[config.mk]
export PLATFORM = sky130hd
export DESIGN_NAME = unified_memory_arbiter_flat
export DESIGN_NICKNAME = d
export VERILOG_FILES = /design/src/rtl/unified_memory_arbiter_if.sv /design/src/rtl/unified_memory_arbiter.sv /design/src/flat_wrapper.sv
export SDC_FILE = /design/constraint.sdc
export NUM_CORES = 1
export LEC_CHECK = 0
export BUFFER_PORTS_ARGS = -buffer_cell sky130_fd_sc_hd__buf_2
export CORE_MARGIN = 2
export CORE_UTILIZATION = 46
export CTS_CLUSTER_SIZE = 24
export DETAILED_ROUTE_END_ITERATION = 8
export HOLD_SLACK_MARGIN = 0.02
export PLACE_DENSITY = 0.8
export SLEW_MARGIN = 20
export SYNTH_ARGS = -nofsm -noshare
export SYNTH_HDL_FRONTEND = slang
export SYNTH_SLANG_ARGS = --single-unit
[constraint.sdc]
create_clock -name clk -period 2.73 [get_ports clk]
set_clock_uncertainty 0.15 [all_clocks]
set_input_delay 0.546 -clock clk [delete_from_list [all_inputs] [get_ports clk]]
set_output_delay 0.546 -clock clk [all_outputs]
set_load 0.02 [all_outputs]
[src/rtl/unified_memory_arbiter_if.sv]
// Bus bundle between the pipeline/memory side and the unified memory arbiter.
// Requests are levels held until the matching ready pulses for one cycle; a ready cycle completes the request.
interface unified_memory_arbiter_if;
  logic        IFReq_F;
  logic [31:0] IFAddr_F;
  logic [31:0] IFData_F;
  logic        IFReady_F;
  logic        MemRead_M;
  logic        MemWrite_M;
  logic [31:0] Addr_M;
  logic [31:0] WriteData_M;
  logic [31:0] ReadData_M;
  logic        MemReady_M;
  logic        MemEnable;
  logic        MemWE;
  logic [31:0] MemAddr;
  logic [31:0] MemWData;
  logic [31:0] MemRData;
  logic        Stall_Pipe;
  logic [1:0]  state_dbg;
  logic [3:0]  starve_dbg;

  modport slave (
    input  IFReq_F, IFAddr_F, MemRead_M, MemWrite_M, Addr_M, WriteData_M, MemRData,
    output IFData_F, IFReady_F, ReadData_M, MemReady_M, MemEnable, MemWE, MemAddr,
           MemWData, Stall_Pipe, state_dbg, starve_dbg
  );

  modport master (
    output IFReq_F, IFAddr_F, MemRead_M, MemWrite_M, Addr_M, WriteData_M, MemRData,
    input  IFData_F, IFReady_F, ReadData_M, MemReady_M, MemEnable, MemWE, MemAddr,
           MemWData, Stall_Pipe, state_dbg, starve_dbg
  );
endinterface

[src/rtl/unified_memory_arbiter.sv]
// Arbitrates the single-port unified memory between fetch and MEM stage with
// fixed wait states, MEM priority and a bounded fetch starvation guard.
module unified_memory_arbiter #(
  parameter int WAIT_STATES  = 2,
  parameter int STARVE_LIMIT = 3
) (
  input  logic                         clk,
  input  logic                         reset,
  unified_memory_arbiter_if.slave      bus
);
  localparam logic [1:0] S_IDLE = 2'd0;
  localparam logic [1:0] S_BUSY = 2'd1;
  localparam logic [1:0] S_DONE = 2'd2;
  localparam logic [3:0] WAIT_INIT  = 4'(WAIT_STATES);
  localparam logic [3:0] STARVE_MAX = 4'(STARVE_LIMIT);

  logic [1:0]  state_q, state_d;
  logic        owner_mem_q, owner_mem_d;
  logic [31:0] addr_q, addr_d, wdata_q, wdata_d;
  logic        we_q, we_d;
  logic [3:0]  wait_q, wait_d, starve_q, starve_d;
  logic [31:0] if_data_q, if_data_d, rd_data_q, rd_data_d;
  logic        mem_req, grant_if, grant_mem;

  assign mem_req = bus.MemRead_M | bus.MemWrite_M;

  // MEM wins a tie unless fetch has already lost STARVE_LIMIT ties in a row.
  always_comb begin
    grant_if  = 1'b0;
    grant_mem = 1'b0;
    if (state_q == S_IDLE) begin
      if (mem_req && bus.IFReq_F) begin
        if (starve_q == STARVE_MAX) grant_if = 1'b1;
        else                        grant_mem = 1'b1;
      end else if (mem_req) begin
        grant_mem = 1'b1;
      end else if (bus.IFReq_F) begin
        grant_if = 1'b1;
      end
    end
  end

  always_comb begin
    state_d     = state_q;
    owner_mem_d = owner_mem_q;
    addr_d      = addr_q;
    wdata_d     = wdata_q;
    we_d        = we_q;
    wait_d      = wait_q;
    starve_d    = starve_q;
    if_data_d   = if_data_q;
    rd_data_d   = rd_data_q;
    case (state_q)
      S_IDLE: begin
        if (grant_mem) begin
          state_d     = S_BUSY;
          owner_mem_d = 1'b1;
          addr_d      = bus.Addr_M;
          wdata_d     = bus.WriteData_M;
          we_d        = bus.MemWrite_M;
          wait_d      = WAIT_INIT;
          if (bus.IFReq_F && (starve_q < STARVE_MAX)) starve_d = starve_q + 4'd1;
        end else if (grant_if) begin
          state_d     = S_BUSY;
          owner_mem_d = 1'b0;
          addr_d      = bus.IFAddr_F;
          wdata_d     = '0;
          we_d        = 1'b0;
          wait_d      = WAIT_INIT;
          starve_d    = '0;
        end
      end
      S_BUSY: begin
        if (wait_q == 4'd0) begin
          state_d = S_DONE;
          if (!owner_mem_q)  if_data_d = bus.MemRData;
          else if (!we_q)    rd_data_d = bus.MemRData;
        end else begin
          wait_d = wait_q - 4'd1;
        end
      end
      S_DONE:  state_d = S_IDLE;
      default: state_d = S_IDLE;
    endcase
  end

  always_ff @(posedge clk or negedge reset) begin
    if (!reset) begin
      state_q     <= S_IDLE;
      owner_mem_q <= 1'b0;
      addr_q      <= '0;
      wdata_q     <= '0;
      we_q        <= 1'b0;
      wait_q      <= '0;
      starve_q    <= '0;
      if_data_q   <= '0;
      rd_data_q   <= '0;
    end else begin
      state_q     <= state_d;
      owner_mem_q <= owner_mem_d;
      addr_q      <= addr_d;
      wdata_q     <= wdata_d;
      we_q        <= we_d;
      wait_q      <= wait_d;
      starve_q    <= starve_d;
      if_data_q   <= if_data_d;
      rd_data_q   <= rd_data_d;
    end
  end

  // Port controls decode straight from state so an async reset kills a write at once.
  assign bus.MemEnable  = (state_q == S_BUSY);
  assign bus.MemWE      = (state_q == S_BUSY) & we_q;
  assign bus.MemAddr    = addr_q;
  assign bus.MemWData   = wdata_q;
  assign bus.IFData_F   = if_data_q;
  assign bus.ReadData_M = rd_data_q;
  assign bus.IFReady_F  = (state_q == S_DONE) & ~owner_mem_q;
  assign bus.MemReady_M = (state_q == S_DONE) &  owner_mem_q;
  assign bus.Stall_Pipe = reset & ((bus.IFReq_F & ~bus.IFReady_F) |
                                   (mem_req & ~bus.MemReady_M));
  assign bus.state_dbg  = state_q;
  assign bus.starve_dbg = starve_q;
endmodule

[src/flat_wrapper.sv]
// flat-port wrapper written by rule: the top's interface ports become plain ports
module unified_memory_arbiter_flat 
#(
  parameter int WAIT_STATES  = 2,
  parameter int STARVE_LIMIT = 3
)
  (clk, reset, bus_IFReq_F, bus_IFAddr_F, bus_MemRead_M, bus_MemWrite_M, bus_Addr_M, bus_WriteData_M, bus_MemRData, bus_IFData_F, bus_IFReady_F, bus_ReadData_M, bus_MemReady_M, bus_MemEnable, bus_MemWE, bus_MemAddr, bus_MemWData, bus_Stall_Pipe, bus_state_dbg, bus_starve_dbg);
  unified_memory_arbiter_if bus_i ();
  input  logic clk;
  input  logic reset;
  input wire logic [$bits(bus_i.IFReq_F)-1:0] bus_IFReq_F;
  input wire logic [$bits(bus_i.IFAddr_F)-1:0] bus_IFAddr_F;
  input wire logic [$bits(bus_i.MemRead_M)-1:0] bus_MemRead_M;
  input wire logic [$bits(bus_i.MemWrite_M)-1:0] bus_MemWrite_M;
  input wire logic [$bits(bus_i.Addr_M)-1:0] bus_Addr_M;
  input wire logic [$bits(bus_i.WriteData_M)-1:0] bus_WriteData_M;
  input wire logic [$bits(bus_i.MemRData)-1:0] bus_MemRData;
  output wire logic [$bits(bus_i.IFData_F)-1:0] bus_IFData_F;
  output wire logic [$bits(bus_i.IFReady_F)-1:0] bus_IFReady_F;
  output wire logic [$bits(bus_i.ReadData_M)-1:0] bus_ReadData_M;
  output wire logic [$bits(bus_i.MemReady_M)-1:0] bus_MemReady_M;
  output wire logic [$bits(bus_i.MemEnable)-1:0] bus_MemEnable;
  output wire logic [$bits(bus_i.MemWE)-1:0] bus_MemWE;
  output wire logic [$bits(bus_i.MemAddr)-1:0] bus_MemAddr;
  output wire logic [$bits(bus_i.MemWData)-1:0] bus_MemWData;
  output wire logic [$bits(bus_i.Stall_Pipe)-1:0] bus_Stall_Pipe;
  output wire logic [$bits(bus_i.state_dbg)-1:0] bus_state_dbg;
  output wire logic [$bits(bus_i.starve_dbg)-1:0] bus_starve_dbg;
  assign bus_i.IFReq_F = bus_IFReq_F;
  assign bus_i.IFAddr_F = bus_IFAddr_F;
  assign bus_i.MemRead_M = bus_MemRead_M;
  assign bus_i.MemWrite_M = bus_MemWrite_M;
  assign bus_i.Addr_M = bus_Addr_M;
  assign bus_i.WriteData_M = bus_WriteData_M;
  assign bus_i.MemRData = bus_MemRData;
  assign bus_IFData_F = bus_i.IFData_F;
  assign bus_IFReady_F = bus_i.IFReady_F;
  assign bus_ReadData_M = bus_i.ReadData_M;
  assign bus_MemReady_M = bus_i.MemReady_M;
  assign bus_MemEnable = bus_i.MemEnable;
  assign bus_MemWE = bus_i.MemWE;
  assign bus_MemAddr = bus_i.MemAddr;
  assign bus_MemWData = bus_i.MemWData;
  assign bus_Stall_Pipe = bus_i.Stall_Pipe;
  assign bus_state_dbg = bus_i.state_dbg;
  assign bus_starve_dbg = bus_i.starve_dbg;
  unified_memory_arbiter #(.WAIT_STATES(WAIT_STATES), .STARVE_LIMIT(STARVE_LIMIT)) u_core (.clk(clk), .reset(reset), .bus(bus_i));
endmodule
==> metrics.md, run 1 <==
| Metric | Value |
|---|---|
| Via count | `~4.4k` |
| Final nets | `789` |
| Max frequency | `406 MHz` |
| Effective utilization at floorplan | `a little under half` |
| Row Count | `40` |
| Clk_lat worst skew | `between 0.4 and 0.5 ns` |
| P_leak | `about 4.2 nW` |
| Router iterations before antenna repair | `4` |
| Max IR drop VDD | `about 0.60 mV` |
| Syn avg cell area | `around 15 µm²` |
| CP required | `~2.9 ns` |
| EDFF count, synth | `0` |
| Netlist cell types | `40` |
| Post-DRT Antenna Nets | `0` |
| Global-route usage over all layers | `22.2%` |
| Fraction of layout cells with a size suffix above 1 | `between 50% and 60%` |
| DP HPWL | `approximately 11000 µm` |
| Largest net degree at the start of global routing | `between 100 and 150` |
| DIE WIDTH | `115 µm` |
| CORE AREA | `around 12000 µm²` |
| Worst slack, placed | `between 0.2 and 0.3 ns` |
| Least-Margin Pin Slew | `approximately 0.7 ns` |
| DRC violations left | `0` |
| Asr flop ratio synth | `100%` |
| Seq/Total Area, Yosys | `61.8%` |
| Setup violators final | `0` |
| Mapped Area | `~5700 µm²` |
| Critical path arrival | `around 2.6 ns` |
| Hold Crit Class | `in -> async` |
| Clk slew on worst S/H paths | `around 0.06 ns` |
| Post-synthesis net count | `518` |
| Final wirelength | `roughly 15000 µm` |
| Vias in the first global route | `4525` |
| Post-CTS Setup Bufs | `0` |
| IO Port Bufs | `~270` |
| Syn. warnings | `0` |
| Crit end category | `flop` |
| Slew Limit Headroom | `about 53%` |
| Post-CTS sizing | `0` |
| Initial drt markers | `226` |
| Post-route minimum period | `about 2.5 ns` |
| Die ar. | `13200 µm²` |
| Antenna violations before repair | `1` |
| CTS root buffer | `clkbuf_16` |
| First-pass GRT wire length | `between 20000 and 25000 µm` |
| Setup TNS | `0 ns` |
| Max-slew violations | `0` |
| Register bit count reported by yosys | `140` |
| H-tree depth reported by CTS | `4` |
| Power density over the cells | `1240 nW/µm²` |
| Startpoint Class | `flop` |
| CTS Sinks | `140` |
| TritonCTS clock tree | `built` |
| Crit-path max FO | `32` |
| CTS buffer count | `17` |
| Layout area overhead | `37.0%` |
| Top FF cell, synth | `dfrtp_1` |
| Via density | `between 5 and 6` |
| Setup ws final | `0.267 ns` |
| Status | `completed` |
| GRT overflow | `0` |
| RSZ-0062 raised after global routing | `no` |
| Fin. Hold Viols | `0` |
| Max-cap violation count | `0` |
| Routability cong. | `0.766` |
| Wire length per cell | `~18 µm` |
| Worst setup path class | `reg -> reg` |
| Die Y-Extent | `around 120 µm` |
| I/O Pins | `roughly 270` |
| Post-Synthesis Cells | `382` |
| Hold_buf cts | `0` |
| Final worst-path cycle share | `approximately 90%` |
| Longest Clk Path Bufs | `2` |
==> metal layers <==
metal  global-route usage [%]  vias to the layer above  part of all wire [%]  routed length, µm
li1                         -                     1997                     -                  -
met1                     25.9                     2163                    40               5950
met2                     37.5                      218                    50               7380
met3                     7.01                       30                   7.6               1120
met4                     10.2                        0                   2.2                330
met5                        0                        -                     0                  0
==> through the flow <==
stage	hold slack, ns	utilization (%)	cell area (µm²)	power, mW	std cells
after floorplan	0.100	-	5670	6.07	382
after global placement	0.318	60.1	7210	7.38	781
after detailed placement	0.325	60.1	7210	7.54	781
after CTS	0.122	64.7	7770	9.73	813
after global routing	0.152	64.7	7770	10.2	813
final	0.0929	64.7	7770	9.65	814
==> synth_stat cells, types with 2 or more instances <==
cell type | instances | area share (%)
and2_1 | 4 | 0.44
clkbuf_1 | 18 | 1.2
mux2_1 | 4 | 0.79
ha_1 | 3 | 0.66
a31oi_1 | 3 | 0.33
a221o_1 | 32 | 5.6
o22ai_1 | 2 | 0.22
a22o_1 | 33 | 5.1
mux2_2 | 30 | 6.0
nor3b_1 | 3 | 0.40
a21boi_0 | 32 | 4.2
nand2b_1 | 2 | 0.22
nor2_1 | 4 | 0.26
nand3_1 | 3 | 0.26
mux2_4 | 30 | 7.9
inv_1 | 8 | 0.53
buf_2 | 6 | 0.53
buf_6 | 3 | 0.60
dfrtp_1 | 140 | 62
buf_1 | 2 | 0.13
==> layout by cell type, fill, tap and decap left out, drive strengths merged, types with 3 or more instances in the layout <==
cell type,instances
clkbuf,21
and2,4
inv,8
clkinv,7
nor2,4
a221o,32
a21boi,32
a31oi,3
ha,3
dfrtp,140
a22o,33
clkinvlp,3
nor3b,3
buf,281
nand3,3
mux2,64
==> path summary, 6_finish.rpt <==
kind,from,to,slack (ns),cells after the start
worst min register to register,u_core.bus.IFData_F[10],u_core.bus.IFData_F[10],0.34,1
worst min-delay path,reset,u_core.bus.IFData_F[9],0.09,2
worst max register to register,u_core.wait_q[0],u_core.bus.ReadData_M[25],0.27,6
worst max-delay path,u_core.wait_q[0],u_core.bus.ReadData_M[25],0.27,6
max in group asynchronous,reset,u_core.bus.MemWData[10],1.83,2
min in group clk,bus_IFAddr_F[14],u_core.bus.MemAddr[14],0.20,2
==> power breakdown <==
group | switching (mW) | internal [mW] | leakage, nW
logic | 2.23 | 1.76 | 2.16
registers | 0.538 | 2.98 | 1.74
clock network | 0.848 | 1.29 | 0.269
total | 3.62 | 6.03 | 4.17
==> sequential cells by signal, summed over array words and instances (netlist names) <==
name / flops
u_core.bus.starve_dbg: 4
u_core.we_q: 1
u_core.bus.ReadData_M: 32
u_core.owner_mem_q: 1
u_core.wait_q: 4
u_core.bus.MemWData: 32
u_core.bus.state_dbg: 2
u_core.bus.IFData_F: 32
u_core.bus.MemAddr: 32
==> logic make-up (layout without fill, tap and decap cells) <==
| group | count (synthesis) | count (layout) | share of synthesized area (%) |
|---|---|---|---|
| simple gates | 25 | 25 | 2.71 |
| compound gates | 113 | 113 | 17.2 |
| fa+ha+maj | 3 | 3 | 0.662 |
| flops | 140 | 140 | 61.8 |
| buf+inv | 37 | 321 | 2.98 |
| mux | 64 | 64 | 14.7 |
| other cells | 0 | 1 | 0 |
==> critical path, cell delays in order (launching register included) <==
cell	delay, ns
dfrtp_1	0.37
inv_1	0.11
ha_1	0.19
or3b_1	0.37
or4_2	0.59
buf_12	0.22
mux2_4	0.33
==> final cells by class <==
type                    count  area [µm²]
repair buffers            281        1480
fillers                   878        4240
flip-flops and latches    140        3500
clock inverters            11        95.1
diodes                      1        2.50
well taps                 147         184
clock buffers              21         460
multi-input cells         205        2020
inverters                   8        30.0
Note: power is estimated with default switching activity, not from simulation.
==> run 2: changes to the inputs <==
--- a/config.mk
+++ b/config.mk
@@ -5,7 +5,7 @@
 export SDC_FILE = /design/constraint.sdc
 export NUM_CORES = 1
 export LEC_CHECK = 0
-export BUFFER_PORTS_ARGS = -buffer_cell sky130_fd_sc_hd__buf_2
+export BUFFER_PORTS_ARGS = -buffer_cell sky130_fd_sc_hd__buf_4
 export CORE_MARGIN = 2
 export CORE_UTILIZATION = 46
 export CTS_CLUSTER_SIZE = 24
==> metrics.md, run 2 (synthesis results as in run 1) <==
| Metric | Value |
|---|---|
| Status | `completed` |
| Clk slew on worst S/H paths | `0.06 ns (about the same)` |
| Layout area overhead | `49.8%` |
| Routed met2 length | `8280 µm (+12%)` |
| Slew Limit Headroom | `52.6% (-0.29 points)` |
| Final wirelength | `15900 µm (+7.8%)` |
| Hold_buf cts | `0 (unchanged)` |
| Final Core Density | `70.7% (+6.0 points)` |
| P_leak | `4.38 nW (+4.9%)` |
| CTS Sinks | `140 (unchanged)` |
| Setup TNS | `0 ns (unchanged)` |
| Placed Instance Area | `7890 µm² (+9.4%)` |
| Met1 WL | `6200 µm (+4.2%)` |
| Router iterations before antenna repair | `4 (unchanged)` |
| First-pass GRT wire length | `24100 µm (+6.5%)` |
| Post-route minimum period | `2.47 ns (+0.00243 ns)` |
| Die ar. | `13200 µm² (unchanged)` |
| Die Y-Extent | `115 µm (unchanged)` |
| H-tree depth reported by CTS | `4 (unchanged)` |
| Longest Clk Path Bufs | `2 (unchanged)` |
| Commonest non-fill, non-tap cell in the layout | `buf_4` |
| Fraction of layout cells with a size suffix above 1 | `56.3% (-0.15 points)` |
| Row Count | `40 (unchanged)` |
| CTS buffer count | `17 (unchanged)` |
| CP required | `2.87 ns (about the same)` |
| Finished Cell Area | `8490 µm² (+9.3%)` |
| GRT overflow | `0 (unchanged)` |
| Post-CTS sizing | `0 (unchanged)` |
| Vias in the first global route | `4625 (+2.2%)` |
| TritonCTS clock tree | `built` |
| IO Port Bufs | `271 (unchanged)` |
| Max IR drop VDD | `0.612 mV (+1.5%)` |
| Hold_ws | `0.0976 ns (+0.00465 ns)` |
| Max-slew violations | `0 (unchanged)` |
| Via count | `4464 (+1.3%)` |
| Fin. Hold Viols | `0 (unchanged)` |
| Highest metal used | `met4` |
| Final nets | `789 (unchanged)` |
| Wire length per cell | `19.6 µm (+7.9%)` |
| I/O Pins | `272 (unchanged)` |
| Largest net degree at the start of global routing | `141 (unchanged)` |
| Routability cong. | `0.814 (+6.3%)` |
| Post-CTS Setup Bufs | `0 (unchanged)` |
| DIE WIDTH | `115 µm (unchanged)` |
| Crit end category | `flop` |
| Power density over the cells | `1230 nW/µm² (-0.78%)` |
| RSZ-0062 raised after global routing | `no` |
| Startpoint Class | `flop` |
| Clk_lat worst skew | `0.40 ns (-0.02 ns)` |
| Final worst-path cycle share | `90.3% (about the same)` |
| Most frequent cells in the layout | `buf_4 (277), dfrtp_1 (140), a22o_1 (33)` |
| Initial drt markers | `255 (+13%)` |
| Setup violators final | `0 (unchanged)` |
| CTS root buffer | `clkbuf_16` |
| Antenna violations before repair | `0 (-1)` |
| Layout Cells excl Fill | `813 (-0.12%)` |
| Routed wl met3 | `1110 µm (-0.80%)` |
| Crit-path max FO | `32 (unchanged)` |
| DRC violations left | `0 (unchanged)` |
| Antenna cell count | `0 (-1)` |
| CORE AREA | `12000 µm² (unchanged)` |
| Post-DRT Antenna Nets | `0 (unchanged)` |
| Placed cell count | `781 (unchanged)` |
| Via density | `5.49 (+1.4%)` |
| Hold Crit Class | `in -> async` |
| DP HPWL | `11200 µm (+6.7%)` |
| Least-Margin Pin Slew | `0.712 ns (+0.00438 ns)` |
| Max frequency | `406 MHz (about the same)` |
| Worst setup path class | `reg -> reg` |
| Effective utilization at floorplan | `47.2% (unchanged)` |
| Critical path arrival | `2.60 ns (about the same)` |
| Global-route usage over all layers | `23.9% (+1.7 points)` |
| Fillers | `832 (-5.2%)` |
| Max-cap violation count | `0 (unchanged)` |
[run 2: final timing paths]
path                            slack [ns]  depth (start not counted)                         to                    from
worst max-delay path                  0.26                          6  u_core.bus.ReadData_M[26]        u_core.wait_q[0]
worst min-delay path                   0.1                          2      u_core.bus.MemAddr[4]                   reset
worst max register to register        0.26                          6  u_core.bus.ReadData_M[26]        u_core.wait_q[0]
worst min register to register        0.33                          1     u_core.bus.IFData_F[7]  u_core.bus.IFData_F[7]
max in group asynchronous             1.81                          2     u_core.bus.MemWData[1]                   reset
min in group clk                      0.21                          2    u_core.bus.MemWData[30]     bus_WriteData_M[30]
[run 2: critical path, cell delays in order, from the launching register on]
cell and delay [ns]:
dfrtp_1 0.37, inv_1 0.12, ha_1 0.19, or3b_1 0.36, or4_2 0.59, buf_12 0.23, mux2_4 0.32
[run 2: layout make-up]
type	instances	area [µm²]	share of cell area, %
clock buffer	22	464	5.46
clock inverter	10	140	1.65
inverter	8	30.0	0.354
multi-input combinational	205	2020	23.8
sequential	140	3500	41.2
tap	147	184	2.17
timing repair buffer	281	2150	25.3
[run 2: through the flow]
stage	power, mW	worst slack, ns
floorplan	6.07	0.383
global placement	7.98	0.345
detailed placement	8.15	0.273
CTS	10.5	0.269
global route	11.0	0.191
finish	10.5	0.265
[run 2: report_power, final]
group          total (mW)  switching [mW]  internal [mW]
combinational        4.56            2.28           2.28
clock                2.32           0.840           1.48
sequential           3.57           0.593           2.98
total                10.5            3.71           6.75
[run 2: metal layers]
metal  global-route usage (%)  up-vias
met5                        0        -
met4                     9.96        0
met3                     7.17       26
met2                     41.3      219
met1                     27.8     2227
li1                         -     1992
